<file path="src/rtl/cla_pkg.sv">
// Shared definitions for the carry-lookahead adder slice: segment width,
// segment vector type and the per-bit generate/propagate helper.
package cla_pkg;

  localparam int SEG = 16;

  typedef logic [SEG-1:0] seg_t;

  typedef struct packed {
    seg_t g;
    seg_t p;
  } gp_t;

  function automatic gp_t calc_gp(input seg_t a, input seg_t b);
    gp_t r;
    r.g = a & b;
    r.p = a ^ b;
    return r;
  endfunction

endpackage

</file>
<file path="src/rtl/cla_gcout16.sv">
// 16-bit group carry-out: two-level lookahead over four 4-bit groups,
// producing the carry out of bit 15 from (cin, g, p).
module cla_gcout16
  import cla_pkg::*;
(
  input  logic cin,
  input  seg_t g,
  input  seg_t p,
  output logic Cout
);

  logic [3:0] gg;
  logic [3:0] pg;

  always_comb begin
    gg = '0;
    pg = '0;
    for (int j = 0; j < 4; j++) begin
      gg[j] = g[4*j+3]
            | (p[4*j+3] & g[4*j+2])
            | (p[4*j+3] & p[4*j+2] & g[4*j+1])
            | (p[4*j+3] & p[4*j+2] & p[4*j+1] & g[4*j]);
      pg[j] = &p[4*j +: 4];
    end
  end

  assign Cout = gg[3]
              | (pg[3] & gg[2])
              | (pg[3] & pg[2] & gg[1])
              | (pg[3] & pg[2] & pg[1] & gg[0])
              | ((&pg) & cin);

endmodule

</file>
<file path="src/rtl/cla_seg16.sv">
// Combinational 16-bit adder segment: bit sums from the carry chain,
// segment carry-out from the group carry-out block.
module cla_seg16
  import cla_pkg::*;
(
  input  logic cin,
  input  seg_t a,
  input  seg_t b,
  output seg_t s,
  output logic cout
);

  gp_t gp;

  assign gp = calc_gp(a, b);

  always_comb begin
    logic cy;
    cy = cin;
    s  = '0;
    for (int i = 0; i < SEG; i++) begin
      s[i] = gp.p[i] ^ cy;
      cy   = gp.g[i] | (gp.p[i] & cy);
    end
  end

  cla_gcout16 u_gcout (
    .cin  (cin),
    .g    (gp.g),
    .p    (gp.p),
    .Cout (cout)
  );

endmodule

</file>
<file path="src/rtl/cla_pipe_adder.sv">
// Pipelined wide adder: one 16-bit segment resolved per stage, with the
// inter-segment carry registered. WIDTH must be a multiple of SEG.
module cla_pipe_adder #(
  parameter int WIDTH = 64,
  parameter int SEG   = 16
) (
  input  logic             clk,
  input  logic             rst_n,
  input  logic             in_valid,
  output logic             in_ready,
  input  logic [WIDTH-1:0] a,
  input  logic [WIDTH-1:0] b,
  input  logic             cin,
  output logic             out_valid,
  input  logic             out_ready,
  output logic [WIDTH-1:0] sum,
  output logic             cout
);

  import cla_pkg::*;

  localparam int STAGES = WIDTH / SEG;

  logic adv;

  assign adv      = !out_valid | out_ready;
  assign in_ready = adv;

  // Stage k keeps a word whose low k segments are resolved sum and whose
  // upper segments are still raw operand A; operand B shrinks as it is consumed.
  for (genvar k = 0; k < STAGES; k++) begin : stg
    localparam int OPW = WIDTH - k*SEG;

    logic             vld, vld_in;
    logic             carry, carry_in, c_nxt;
    logic [WIDTH-1:0] w, w_in, w_nxt;
    logic [OPW-1:0]   bo, bo_in;
    seg_t             s;

    if (k == 0) begin : g_src
      assign vld_in   = in_valid;
      assign carry_in = cin;
      assign w_in     = a;
      assign bo_in    = b;
    end else begin : g_src
      assign vld_in   = stg[k-1].vld;
      assign carry_in = stg[k-1].c_nxt;
      assign w_in     = stg[k-1].w_nxt;
      assign bo_in    = stg[k-1].bo[OPW+SEG-1:SEG];
    end

    always_ff @(posedge clk or negedge rst_n) begin
      if (!rst_n) begin
        vld   <= 1'b0;
        carry <= 1'b0;
        w     <= '0;
        bo    <= '0;
      end else if (adv) begin
        vld   <= vld_in;
        carry <= carry_in;
        w     <= w_in;
        bo    <= bo_in;
      end
    end

    cla_seg16 u_seg (
      .cin  (carry),
      .a    (w[k*SEG +: SEG]),
      .b    (bo[SEG-1:0]),
      .s    (s),
      .cout (c_nxt)
    );

    always_comb begin
      w_nxt = w;
      w_nxt[k*SEG +: SEG] = s;
    end
  end

  // Output slot: fully resolved sum and final carry, registered.
  always_ff @(posedge clk or negedge rst_n) begin
    if (!rst_n) begin
      out_valid <= 1'b0;
      sum       <= '0;
      cout      <= 1'b0;
    end else if (adv) begin
      out_valid <= stg[STAGES-1].vld;
      sum       <= stg[STAGES-1].w_nxt;
      cout      <= stg[STAGES-1].c_nxt;
    end
  end

endmodule

</file>
<file path="config.mk">
export PLATFORM = sky130hd
export DESIGN_NAME = cla_pipe_adder
export DESIGN_NICKNAME = d
export VERILOG_FILES = /design/src/rtl/cla_pkg.sv /design/src/rtl/cla_gcout16.sv /design/src/rtl/cla_seg16.sv /design/src/rtl/cla_pipe_adder.sv
export SDC_FILE = /design/constraint.sdc
export NUM_CORES = 1
export LEC_CHECK = 0
export CELL_PAD_IN_SITES_DETAIL_PLACEMENT = 1
export CELL_PAD_IN_SITES_GLOBAL_PLACEMENT = 1
export CORE_MARGIN = 1
export CORE_UTILIZATION = 40
export CTS_CLUSTER_DIAMETER = 80
export DETAILED_ROUTE_END_ITERATION = 10
export GPL_ROUTABILITY_DRIVEN = 0
export GPL_TIMING_DRIVEN = 0
export PLACE_DENSITY = 0.82
export REMOVE_ABC_BUFFERS = 1
export SETUP_SLACK_MARGIN = 0.05
export SLEW_MARGIN = 25
export SYNTH_ARGS = -nofsm -noshare
export SYNTH_HDL_FRONTEND = slang
export SYNTH_SLANG_ARGS = --single-unit
</file>
<file path="constraint.sdc">
create_clock -name clk -period 8.93 [get_ports clk]
set_input_delay 0.893 -clock clk [delete_from_list [all_inputs] [get_ports clk]]
set_output_delay 0.893 -clock clk [all_outputs]
set_load 0.05 [all_outputs]
</file>
; Word level (Yosys, flattened, before mapping)
; Cells that the tools add are included.
[totals]
reg_bits = 490
inputBits = 133
[op_classes]
n_reduce_logical = 17
bitwise = 361
[ops]
columns = op, n
row1 = $and A1 B1 Y1, 164
row2 = $or A1 B1 Y1, 125
row3 = $and A16 B16 Y16, 4
row4 = $reduce_and A16 Y1, 4
row5 = $xor A1 B1 Y1, 64
row6 = $xor A16 B16 Y16, 4
row7 = $reduce_and A4 Y1, 12
row8 = $logic_not A1 Y1, 1

; Logic depth before layout (Yosys ltp)
[depth]
ltp_word = 32
depth_mapped = 19
mapped_depth_nobuf = 19

; Hierarchy
; From an unflattened synthesis, not the netlist that was laid out.
[unflattened]
cells_unflattened = 1284
hier_area_um2 = 21518.1
[modules_own_cells]
columns = mod, area_per_inst_um2, cells_per_inst, seq_area_each_um2, instances
row1 = cla_pipe_adder, 18875.6, 1036, 12261.8, 1
row2 = cla_seg16, 528.0, 37, 0.0, 4
row3 = cla_gcout16, 132.6, 25, 0.0, 4

; Least setup slack after synthesis
; Ideal clock, no wire load.
[synth_path]
path_kind = reg2reg
startpoint = reg stg[3].carry
endpoint = reg sum[63]
arrival_time_ps = 6306
synth_period_minus_slack_ps = 6389
path_stages_with_launch = 20
path_buffers = 0
slack_ps = 2541
setup_time_ps = 83
path_cell_list = dfrtp_1 -> inv_1 -> fa_1 -> inv_1 -> fa_1 -> fa_1 -> fa_1 -> fa_1 -> fa_1 -> fa_1 -> fa_1 -> fa_1 -> fa_1 -> fa_1 -> fa_1 -> fa_1 -> fa_1 -> fa_1 -> xnor2_1 -> o21ai_0
[synth_via]
elab_chain_cells = 31
[synth_rtl]
columns = item, line
row1 = start: declaration, cla_pipe_adder.sv:35  ; logic carry, carry_in, c_nxt;
row2 = start signal: assignment, cla_pipe_adder.sv:60  ; carry <= carry_in;
row3 = $and A1 B1 Y1, cla_seg16.sv:23  ; cy = gp.g[i] | (gp.p[i] & cy);
row4 = $or A1 B1 Y1, cla_seg16.sv:23
row5 = $and A1 B1 Y1, cla_seg16.sv:23
row6 = $or A1 B1 Y1, cla_seg16.sv:23
row7 = $and A1 B1 Y1, cla_seg16.sv:23
row8 = $or A1 B1 Y1, cla_seg16.sv:23
row9 = $and A1 B1 Y1, cla_seg16.sv:23
row10 = $or A1 B1 Y1, cla_seg16.sv:23
row11 = [... 15 more ...], -
row12 = $or A1 B1 Y1, cla_seg16.sv:23
row13 = $and A1 B1 Y1, cla_seg16.sv:23
row14 = $or A1 B1 Y1, cla_seg16.sv:23
row15 = $and A1 B1 Y1, cla_seg16.sv:23
row16 = $or A1 B1 Y1, cla_seg16.sv:23
row17 = $and A1 B1 Y1, cla_seg16.sv:23
row18 = $or A1 B1 Y1, cla_seg16.sv:23
row19 = $xor A1 B1 Y1, cla_seg16.sv:22  ; s[i] = gp.p[i] ^ cy;
row20 = end signal: assignment, cla_pipe_adder.sv:88  ; sum <= stg[STAGES-1].w_nxt;
row21 = end: declaration, cla_pipe_adder.sv:16  ; output logic [WIDTH-1:0] sum,
; No other way between the ends.
; A chain may end at the register's enable or synchronous reset.

; Worst setup path in the final report
; Ends and elaborated chain as after synthesis.

==> metrics.yaml <==
cells_and_area:
  syn2layout_area_growth_pct: 21.9
  layout-drive-gt1-share_pct: 4.57
  fin_util_pct: 49.7
  nets: 2714
  final_cell_area_mm2: 0.0257
critical_path:
  crit_required_ns: 9.40
  cp.arrival_ns: 7.43
  cp_max_fo: 2
  cp-start-kind: "flop"
  cp_slowest_cell: "fa_1"
  r2r_start: "stg[3].carry"
  crit_type: "reg2reg"
  crit_top_cell: "fa_1"
  cp_slowest_stage_delay_ns: 0.45
  crit_cells: 19
  worstRegToRegCells: 19
  crit_chain: "inv_1 > fa_1 > inv_1 > fa_1 > fa_1 > fa_1 > fa_1 > fa_1 > fa_1 > fa_1 > fa_1 > fa_1 > fa_1 > fa_1 > fa_1 > fa_1 > fa_1 > xnor2_1 > o21ai_0"
  worstPathBufferInverterCount: 2
  path_delay_family: "adder cells"
  timing.critical_path.to_type: "flop"
  crit_start: "stg[3].carry"
  rrSetupSlack_ns: 1.96
synthesis:
  yosys.area.top_type: "dfrtp_1"
  synth_edf_count: 0
  seq_area_frac_synth_pct: 58.1
  ys_async_sr_fraction_pct: 100
  synth_top_area_share_pct: 58.1
  syn_area_mm2: 0.0211
  ys_types: 27
  synth_seq_cells: 490
  yosysMostFrequentCell: "nand2_1"
  postSynthAreaPerCell_um2: 9.24
  synthTopCellsByArea: "dfrtp_1 (58%), nand2_1 (25%), fa_1 (5.7%), ha_1 (3.8%), buf_6 (1.8%)"
  synth-main-ff-cell: "dfrtp_1"
  syn_inst: 2285
  yosysWarnings: 0
  synth_common_cells: "nand2_1 (1,433), dfrtp_1 (490), ha_1 (64), fa_1 (60), buf_6 (33)"
floorplan:
  start_util_pct: 40.8
  placementRows: 83
  num_io_pins: 200
  coreArea_mm2: 0.0517
  die_h_um: 232
  die_x_um: 232
  die_area_mm2: 0.0537
drt:
  final_antenna_net_count: 0
  wl_per_cell_um: 15.4
  drc_errors: 0
  first_pass_iters: 6
  wirelength_mm: 48.9
  vias: 15410
  routed_via_density: 4.85
  first_iter_violations: 1039
power:
  ir_drop_mv: 0.199
  powerDensity_mw_per_mm2: 383
  p_leak_nw: 13.3
  p_seq_share_pct: 39.2
  pwr-share-clk_pct: 23.3
  netSwitchingFraction_pct: 39.1
  internal-power_mw: 6.01
  p_sw_mw: 3.85
  p_comb_share_pct: 37.5
clock_tree:
  worstSkewPairLatency_ns: 0.60
  cts_made_buffers: 53
  htreeDepth: 2
  cts_tree: "done"
  cts_sinks: 490
  clk_pin_slew_ns: 0.06
  post-cts-setup-buffers: 0
  cts.path.max_buffers: 3
  cts_resized: 0
  cts_root_buffer: "clkbuf_16"
  cts_hold_buffers: 0
sta:
  layout_setup_ws_ns: 1.96
  final.setup.tns_ns: 0
  rsz0062_at_grt: "no"
  finalSetupViolations: 0
  worst_pin_slew_ns: 0.718
  worst_hold_slack_ns: 0.170
  fmax_mhz: 144
  drv_slew: 0
  fin_crit_sh_pct: 78.0
  min_period_ns: 6.97
  finalClockSkew_ns: 0.0148
  slew_headroom_pct: 52.0
  hold_viol: 0
placed_design:
  port_buffers: 199
  dpl_cell_area_mm2: 0.0239
  hpwl_mm: 32.5
  pre_cts_ws_ns: 1.90
global_routing:
  grt-ovfl-total: 0
  grt_pass1_wl_mm: 83.8
  grt_max_degree: 128
  track_usage_pct: 19.1
  antenna_found_initial: 3
  grt_pass1_vias: 16911
flow_run:
  maxCapViolCount: 0
worst_hold_path:
  hold_path_class: "in2async"
run_status:
  outcome: "complete, no violations"
## power groups by stage
stage	sequential, mW	combinational, mW	clock [mW]
final	3.87	3.70	2.30
after global routing	4.00	4.22	2.45
after CTS	3.88	3.79	2.36
after detailed placement	3.90	3.73	0
after global placement	3.85	3.68	0
after floorplan	4.23	2.15	0
## sequential cells by signal, summed over array words and instances, names as in the netlist
register,cells
cout,1
stg.carry,4
stg.w,256
out_valid,1
stg.bo,160
stg.vld,4
sum,64
## layout by cell type, fill, tap and decap left out
| cell | n |
|---|---|
| ha_1 | 64 |
| o22ai_1 | 4 |
| bufinv_16 | 7 |
| o21ai_1 | 4 |
| clkinvlp_4 | 1 |
| diode_2 | 2 |
| a21oi_1 | 32 |
| xnor2_1 | 4 |
| buf_12 | 6 |
| buf_8 | 2 |
| inv_6 | 1 |
| inv_8 | 1 |
| a2111oi_1 | 1 |
| nor4_1 | 4 |
| a2bb2oi_1 | 4 |
| nand2b_1 | 1 |
| nor2_1 | 13 |
| clkbuf_8 | 9 |
| buf_16 | 20 |
| nand2_1 | 1433 |
| clkbuf_16 | 55 |
| a2111oi_2 | 3 |
| nand4_1 | 8 |
| o21a_1 | 4 |
| fa_1 | 60 |
| clkinv_2 | 8 |
| dfrtp_1 | 490 |
| a31oi_1 | 1 |
| o21ai_0 | 17 |
| inv_1 | 20 |
| a32oi_1 | 3 |
| nor2b_4 | 1 |
| nand3_1 | 4 |
| clkbuf_1 | 12 |
| clkdlybuf4s50_1 | 198 |
## final timing paths
kind	endpoint
min in group clk	stg[3].w[28]
max in group asynchronous	stg[0].bo[12]
min	stg[1].w[55]
min reg2reg	stg[3].w[28]
max	sum[63]
max reg2reg	sum[63]
## kinds of logic (layout without fill, tap and decap cells)
| group | count (synthesis) | count (layout) | share of synthesized area [%] |
|---|---|---|---|
| compound gates | 73 | 73 | 2.10 |
| xor+xnor | 4 | 4 | 0.166 |
| fa+ha+maj | 124 | 124 | 9.48 |
| buf+inv | 130 | 340 | 3.92 |
| flops | 490 | 490 | 58.1 |
| other cells | 0 | 2 | 0 |
| simple gates | 1464 | 1464 | 26.2 |
## through the flow
stage          power [mW]  instances
2_1_floorplan        6.38       2176
3_3_place_gp         7.53       3055
3_5_place_dp         7.63       3082
4_1_cts              10.0       3175
5_1_grt              10.7       3177
6_report             9.86       3177
## cell type report
type,instances,area [um^2]
fill,5855,26000
sequential,490,12300
multi-input combinational,1665,8020
timing repair buffer,226,2680
clock buffer,76,1550
tap,680,851
clock inverter,17,267
inverter,21,86.3
antenna,2,5.00
## worst reg2reg max path, cell delays in order (launching register included)
cell and delay [ns]:
dfrtp_1 0.40, inv_1 0.14, fa_1 0.22, inv_1 0.05
fa_1 0.39, fa_1 0.40, fa_1 0.42, fa_1 0.40
fa_1 0.41, fa_1 0.40, fa_1 0.40, fa_1 0.39
fa_1 0.38, fa_1 0.40, fa_1 0.43, fa_1 0.44
fa_1 0.45, fa_1 0.43, xnor2_1 0.20, o21ai_0 0.11
## layer usage
metal	routed length [um]	GRT usage [%]	vias up	part of all wire, %
li1	-	-	7372	-
met1	20400	23.1	7733	42
met2	25400	34.2	207	52
met3	1710	3.65	96	3.5
met4	1420	5.94	2	2.9
met5	13	0	-	0.027
Power figures use the tool's default switching activity.
